**src/rtl/idma_reg64_1d_launch_pkg.sv**
```systemverilog
// rtl/idma_reg64_1d_launch_pkg.sv - shared widths, types and request payload for the launch stage
package idma_reg64_1d_launch_pkg;

   localparam int unsigned NumStreams     = 16;
   localparam int unsigned AddrWidth      = 64;
   localparam int unsigned ConfWidth      = 32;
   localparam int unsigned IdWidth        = 32;
   localparam int unsigned MaxOutstanding = 8;

   function automatic int unsigned stream_width(input int unsigned n);
      return (n > 1) ? $clog2(n) : 1;
   endfunction

   localparam int unsigned StreamWidth = stream_width(NumStreams);
   localparam int unsigned CntWidth    = $clog2(MaxOutstanding + 1);

   typedef logic [IdWidth-1:0]     id_t;
   typedef logic [AddrWidth-1:0]   addr_t;
   typedef logic [ConfWidth-1:0]   conf_t;
   typedef logic [StreamWidth-1:0] stream_t;
   typedef logic [CntWidth-1:0]    cnt_t;

   typedef struct packed {
      addr_t   dst;
      addr_t   src;
      addr_t   length;
      conf_t   conf;
      stream_t stream;
      id_t     id;
   } req_t;

endpackage

```
**src/rtl/idma_reg64_1d_launch_if.sv**
```systemverilog
// rtl/idma_reg64_1d_launch_if.sv - backend request/response handshake bundle
interface idma_reg64_1d_launch_if;
   import idma_reg64_1d_launch_pkg::*;

   logic    req_valid;
   logic    req_ready;
   req_t    req;
   logic    rsp_valid;
   stream_t rsp_stream;

   modport master (
      output req_valid, req,
      input  req_ready, rsp_valid, rsp_stream
   );

   modport slave (
      input  req_valid, req,
      output req_ready, rsp_valid, rsp_stream
   );

endinterface

```
**src/rtl/idma_stream_id_tracker.sv**
```systemverilog
// rtl/idma_stream_id_tracker.sv - per-stream issue/done ID counters and outstanding count
module idma_stream_id_tracker
   import idma_reg64_1d_launch_pkg::*;
(
   input  logic clk_i,
   input  logic rst_ni,
   input  logic launch_i,
   input  logic rsp_i,
   output id_t  next_id_o,
   output id_t  done_id_o,
   output logic full_o,
   output logic busy_o,
   output logic unexpected_o
);

   id_t  nid;
   id_t  did;
   cnt_t out_cnt;
   logic dec;

   // A completion with nothing outstanding is dropped and only flagged.
   assign dec = rsp_i && (out_cnt != '0);

   always_ff @(posedge clk_i or negedge rst_ni) begin
      if (!rst_ni) begin
         nid          <= '0;
         did          <= '0;
         out_cnt      <= '0;
         unexpected_o <= 1'b0;
      end else begin
         if (launch_i) nid <= nid + id_t'(1);
         if (dec)      did <= did + id_t'(1);
         case ({launch_i, dec})
            2'b10:   out_cnt <= out_cnt + cnt_t'(1);
            2'b01:   out_cnt <= out_cnt - cnt_t'(1);
            default: out_cnt <= out_cnt;
         endcase
         unexpected_o <= rsp_i && (out_cnt == '0);
      end
   end

   assign next_id_o = nid + id_t'(1);
   assign done_id_o = did;
   assign full_o    = (out_cnt == cnt_t'(MaxOutstanding));
   assign busy_o    = (out_cnt != '0);

endmodule

```
**src/rtl/idma_reg64_1d_launch.sv**
```systemverilog
// rtl/idma_reg64_1d_launch.sv - NEXT_ID launch, stall and one-entry backend request buffer
module idma_reg64_1d_launch
   import idma_reg64_1d_launch_pkg::*;
(
   input  logic                          clk_i,
   input  logic                          rst_ni,
   input  logic                          launch_i,
   input  stream_t                       launch_stream_i,
   input  addr_t                         dst_addr_i,
   input  addr_t                         src_addr_i,
   input  addr_t                         length_i,
   input  conf_t                         conf_i,
   output logic                          launch_stall_o,
   output id_t                           next_id_o,
   idma_reg64_1d_launch_if.master        backend,
   output logic [NumStreams*IdWidth-1:0] done_id_o,
   output logic [NumStreams-1:0]         busy_o,
   output logic                          rsp_unexpected_o
);

   id_t                  next_id_w [NumStreams];
   logic [NumStreams-1:0] full_w;
   logic [NumStreams-1:0] unexp_w;
   logic                 buf_full;
   logic                 accept;

   // The buffer frees up in the same cycle it drains, so only a blocked drain stalls.
   assign launch_stall_o = launch_i &
                           ((buf_full & ~backend.req_ready) | full_w[launch_stream_i]);
   assign accept         = launch_i & ~launch_stall_o;
   assign next_id_o      = accept ? next_id_w[launch_stream_i] : '0;

   for (genvar s = 0; s < NumStreams; s++) begin : g_trk
      idma_stream_id_tracker u_trk (
         .clk_i        (clk_i),
         .rst_ni       (rst_ni),
         .launch_i     (accept && (launch_stream_i == stream_t'(s))),
         .rsp_i        (backend.rsp_valid && (backend.rsp_stream == stream_t'(s))),
         .next_id_o    (next_id_w[s]),
         .done_id_o    (done_id_o[s*IdWidth +: IdWidth]),
         .full_o       (full_w[s]),
         .busy_o       (busy_o[s]),
         .unexpected_o (unexp_w[s])
      );
   end

   assign rsp_unexpected_o = |unexp_w;

   always_ff @(posedge clk_i or negedge rst_ni) begin
      if (!rst_ni) begin
         buf_full    <= 1'b0;
         backend.req <= '0;
      end else if (accept) begin
         buf_full    <= 1'b1;
         backend.req <= '{dst:    dst_addr_i,
                          src:    src_addr_i,
                          length: length_i,
                          conf:   conf_i,
                          stream: launch_stream_i,
                          id:     next_id_w[launch_stream_i]};
      end else if (backend.req_ready) begin
         buf_full    <= 1'b0;
      end
   end

   assign backend.req_valid = buf_full;

endmodule

```
**src/flat_wrapper.sv**
```systemverilog
// flat-port wrapper written by rule: the top's interface ports become plain ports
module idma_reg64_1d_launch_flat import idma_reg64_1d_launch_pkg::*;
  (clk_i, rst_ni, launch_i, launch_stream_i, dst_addr_i, src_addr_i, length_i, conf_i, launch_stall_o, next_id_o, done_id_o, busy_o, rsp_unexpected_o, backend_req_valid, backend_req, backend_req_ready, backend_rsp_valid, backend_rsp_stream);
  idma_reg64_1d_launch_if backend_i ();
  input  logic clk_i;
  input  logic rst_ni;
  input  logic launch_i;
  input  stream_t launch_stream_i;
  input  addr_t dst_addr_i;
  input  addr_t src_addr_i;
  input  addr_t length_i;
  input  conf_t conf_i;
  output logic launch_stall_o;
  output id_t next_id_o;
  output logic [NumStreams*IdWidth-1:0] done_id_o;
  output logic [NumStreams-1:0] busy_o;
  output logic rsp_unexpected_o;
  output wire logic [$bits(backend_i.req_valid)-1:0] backend_req_valid;
  output wire logic [$bits(backend_i.req)-1:0] backend_req;
  input wire logic [$bits(backend_i.req_ready)-1:0] backend_req_ready;
  input wire logic [$bits(backend_i.rsp_valid)-1:0] backend_rsp_valid;
  input wire logic [$bits(backend_i.rsp_stream)-1:0] backend_rsp_stream;
  assign backend_req_valid = backend_i.req_valid;
  assign backend_req = backend_i.req;
  assign backend_i.req_ready = backend_req_ready;
  assign backend_i.rsp_valid = backend_rsp_valid;
  assign backend_i.rsp_stream = backend_rsp_stream;
  idma_reg64_1d_launch u_core (.clk_i(clk_i), .rst_ni(rst_ni), .launch_i(launch_i), .launch_stream_i(launch_stream_i), .dst_addr_i(dst_addr_i), .src_addr_i(src_addr_i), .length_i(length_i), .conf_i(conf_i), .launch_stall_o(launch_stall_o), .next_id_o(next_id_o), .backend(backend_i), .done_id_o(done_id_o), .busy_o(busy_o), .rsp_unexpected_o(rsp_unexpected_o));
endmodule
```
**config.mk**
```make
export PLATFORM = sky130hd
export DESIGN_NAME = idma_reg64_1d_launch_flat
export DESIGN_NICKNAME = d
export VERILOG_FILES = /design/src/rtl/idma_reg64_1d_launch_pkg.sv /design/src/rtl/idma_reg64_1d_launch_if.sv /design/src/rtl/idma_stream_id_tracker.sv /design/src/rtl/idma_reg64_1d_launch.sv /design/src/flat_wrapper.sv
export SDC_FILE = /design/constraint.sdc
export NUM_CORES = 2
export LEC_CHECK = 0
export CORE_MARGIN = 4
export CORE_UTILIZATION = 35
export CTS_CLUSTER_DIAMETER = 80
export DETAILED_ROUTE_END_ITERATION = 8
export SETUP_SLACK_MARGIN = 0.15
export SYNTH_ARGS = -nofsm -noshare
export SYNTH_HDL_FRONTEND = slang
export SYNTH_SLANG_ARGS = --single-unit
```
**constraint.sdc**
```tcl
create_clock -name clk_i -period 5.6 [get_ports clk_i]
set_input_delay 0.84 -clock clk_i [delete_from_list [all_inputs] [get_ports clk_i]]
set_output_delay 0.84 -clock clk_i [all_outputs]
set_load 0.01 [all_outputs]
```
==> results by group <==
Power and ir drop
  – Internal power: 0.0194 W
  – PD cells: 304 nW/um^2
  – Comb pwr share: 19.5%
  – Pleak: 39.7 nW
  – Maximum VDD drop: 0.000299 V
  – Switching power share of the total: 31.2%
  – Sequential Power Share: 41.9%
  – Switch Pwr: 0.00877 W
  – Clock Power Share: 38.6%

STA
  – Slew Limit Fails: 0
  – Layout Skew: 0.0551 ns
  – Final setup TNS: 0 ns
  – Crit share post-route: 96.7%
  – Worst-Margin Slew: 1.06 ns
  – Period minus WS final: 5.42 ns
  – Max-slew headroom: 28.8%
  – Setup violations, final: 0
  – Peak Freq: 0.185 GHz
  – Hold WS: 0.0581 ns
  – Final-report hold violation count: 0
  – RSZ-0062 raised after global routing: yes
  – Setup WS post-layout: 0.184 ns

Global route
  – Initial antenna violation count: 37
  – Vias in the first global route: 60200
  – Global route overflow: 0
  – First-pass GRT wire length: 441000 um
  – Total GRT Usage: 27.9%
  – Largest net degree at the start of global routing: 148

Yosys
  – Largest family of logic cells by synthesized area: simple AND/OR/NAND/NOR gates
  – Syn Inst Count: 7532
  – Synth Cell Area: 72300 um^2
  – Async SR Flop Fraction: 100%
  – Register area share after synthesis: 47.2%
  – Syn nets: 7865
  – Simple-Gate Fraction of Synth Area: 24.3%
  – Post-synthesis register bit count: 1365
  – Number of flops mapped to enable cells by yosys: 0
  – Adder-cell share of the synthesized area: 1.83%
  – Ys Warns: 0
  – Netlist cell types: 96
  – Area share of xor/xnor cells in the synthesized design: 17.0%
  – Most used DFF post-synth: dfrtp_1
  – Mean Syn Cell Area: 9.60 um^2
  – Compound-Gate Fraction of Synth Area: 4.72%
  – Post-synthesis mux area share: 1.99%

Place
  – Placed Area: 86300 um^2
  – Global placement routability congestion: 1.07
  – Dpl ws: 0.0473 ns
  – IO Port Bufs: 1059
  – HPWL after DPL: 244000 um

Critical path
  – Type of origin of the critical path: flip-flop
  – Crit-path max FO: 6
  – Reg-to-reg setup timing slack: 1.83 ns
  – Worst path cell trace: ha_1, nand4_1, buf_4, or2_2, xor2_1, mux4_2, o22ai_1, a31oi_1, nor2_1, clkdlybuf4s50_1
  – CP Class: flip-flop to output pin
  – Slowest library cell on the worst path: clkdlybuf4s50_1
  – Crit-path max cell delay: 0.56 ns
  – Crit path required time: 4.76 ns
  – CP endpoint kind: output pin
  – Critical Path AT: 4.58 ns
  – Reg2reg end: u_core.g_trk[9].u_trk.out_cnt[3]
  – Reg-to-reg startpoint: u_core.g_trk[6].u_trk.out_cnt[0]
  – R2R depth: 14

Drt
  – Post-Route WL: 308000 um
  – Pre-antenna DRT Iters: 6
  – Residual antenna-violating net count after detailed routing: 0
  – DRT iter0 DRCs: 6707
  – Via count: 62900
  – Wire length per cell: 27.0 um
  – DR vias/cell: 5.50
  – DRC: 0

Run status
  – Outcome: finished clean

Hold path
  – Hold/Removal Path Class: input port to async pin

Run
  – Number of max-cap violations: 0

CTS
  – H-tree Lvls: 4
  – CTS clk-pin slew, worst paths: 0.06 ns
  – CTS Hold Bufs: 0
  – TritonCTS buffer count: 161
  – CTS tree: yes
  – Clk sink count: 1365
  – CTS root buffer: clkbuf_16
  – Maximum root-to-sink buffer count: 3
  – Worst-Skew Late Latency: 0.83 ns

Cells and area
  – Nets: 8908
  – Area Overhead vs Synth: 27.9%
  – Layout cells sized above 1: 8.09%
  – Final Util: 45.1%
  – Finished layout cell area: 92500 um^2
  – Fillers: 19500

Die
  – Die width: 463 um
  – Initial core utilization: 35.3%
  – Core Rows: 166
  – DIE AREA: 214000 um^2
  – Io pins: 1060
  – DIE HEIGHT: 463 um
  – Total core area: 205000 um^2
## worst max path at each step
| stage | from | to |
|---|---|---|
| 3_5_place_dp | launch_stream_i[2] | next_id_o[23] |
| 3_3_place_gp | launch_stream_i[2] | next_id_o[23] |
| 4_1_cts | u_core.g_trk[3].u_trk.nid[0] | next_id_o[30] |
| 6_report | u_core.g_trk[2].u_trk.nid[0] | next_id_o[6] |
| 2_1_floorplan | launch_stream_i[0] | u_core.g_trk[1].u_trk.out_cnt[3] |
| 5_1_grt | u_core.g_trk[9].u_trk.nid[20] | next_id_o[27] |
## state kept, by name, summed over array words and instances (netlist names)
name,flops
u_core.backend.req_valid,1
u_core.g_trk.u_trk.unexpected_o,16
u_core.backend.req,260
u_core.g_trk.u_trk.out_cnt,64
u_core.g_trk.u_trk.done_id_o,512
u_core.g_trk.u_trk.nid,512
## cells in the final DEF, fill, tap and decap left out, types with 49 or more instances in the layout
cell type | netlist | layout
and2_1 | 50 | 50
nand3_1 | 438 | 434
xnor2_1 | 863 | 860
or3_1 | 51 | 49
o21ai_0 | 98 | 86
nand4_1 | 301 | 301
and3_1 | 172 | 171
clkdlybuf4s50_1 | 0 | 1054
nand2_1 | 1372 | 1371
ha_1 | 80 | 79
nor4_1 | 169 | 138
dfrtp_1 | 1365 | 1359
inv_1 | 142 | 142
nor4_2 | 21 | 49
xor2_1 | 536 | 531
and4_1 | 111 | 111
nor3_1 | 219 | 210
nor2_1 | 476 | 473
a21oi_1 | 64 | 63
clkbuf_8 | 0 | 49
clkbuf_16 | 0 | 162
buf_4 | 16 | 183
## metrics by stage
stage / instances / total power, W
5_1_grt: 11400 / 0.0293
3_3_place_gp: 11100 / 0.0173
2_1_floorplan: 7532 / 0.0140
4_1_cts: 11400 / 0.0284
3_5_place_dp: 11100 / 0.0174
6_report: 11400 / 0.0281
## area by class of cell
type	instances	area (um^2)	area share, %
well taps	2688	3360	3.64
repair buffers	1254	12200	13.2
flip-flops and latches	1365	34200	36.9
inverters	156	586	0.633
diodes	23	57.6	0.0622
clock buffers	248	4870	5.26
multi-input cells	5637	36500	39.5
clock inverters	51	654	0.708
## worst max-delay path: cells and delay by family (launching register included)
kind,cells,cell delay (ns)
XOR/XNOR,1,0.19
flip-flops,1,0.52
adder cells (fa/ha/maj),1,0.30
AND/OR/NAND/NOR,3,0.67
buffers and inverters,2,0.77
multiplexers,1,0.49
AO/OA/AOI/OAI,2,0.80
## cells by family (layout without fill, tap and decap cells)
kind of cell	Yosys count	count (layout)
simple gates	3548	3548
xor+xnor	1400	1400
flops	1365	1365
buf+inv	530	1709
compound gates	493	493
mux	100	100
fa+ha+maj	96	96
other cells	0	23
## routing by layer
layer	routed length [um]	GRT usage [%]	share of wire, %	vias up
met5	49	0	0.016	-
met4	19900	15.3	6.5	8
met3	29000	7.64	9.4	618
met2	136000	42.3	44	2875
met1	124000	36.1	40	31300
li1	-	-	-	28100
## power by group through the flow
stage / sequential [W] / combinational, W / clock (W)
4_1_cts: 0.0118 / 0.00552 / 0.0111
6_report: 0.0118 / 0.00549 / 0.0109
3_3_place_gp: 0.0119 / 0.00541 / 0
5_1_grt: 0.0119 / 0.00587 / 0.0115
3_5_place_dp: 0.0119 / 0.00549 / 0
2_1_floorplan: 0.0118 / 0.00215 / 0
## Yosys cell counts (28+ instances only)
cell	number	area (um^2)
a31oi_1	46	288
nand2_1	1372	5150
nor4_1	169	1060
nor3_1	219	1100
o31a_1	40	350
xnor2_1	863	7560
nor2_1	476	1790
o22ai_1	28	175
inv_1	142	533
and2_1	50	313
or4_1	52	390
clkbuf_1	257	965
ha_1	80	1000
xor2_1	536	4690
buf_2	58	290
o21ai_0	98	490
mux2i_1	49	490
mux4_2	33	743
a21oi_1	64	320
dfrtp_1	1365	34200
and3_1	172	1080
nand4_1	301	1880
and4_1	111	972
buf_1	32	120
or3_1	51	319
nand3_1	438	2190
## timing repair
action,4_1_cts,5_1_grt
buffers inserted,8,4
gates resized for setup,51,61
pin swaps,8,5
setup endpoints to repair,19,21
Power figures use the tool's default switching activity.
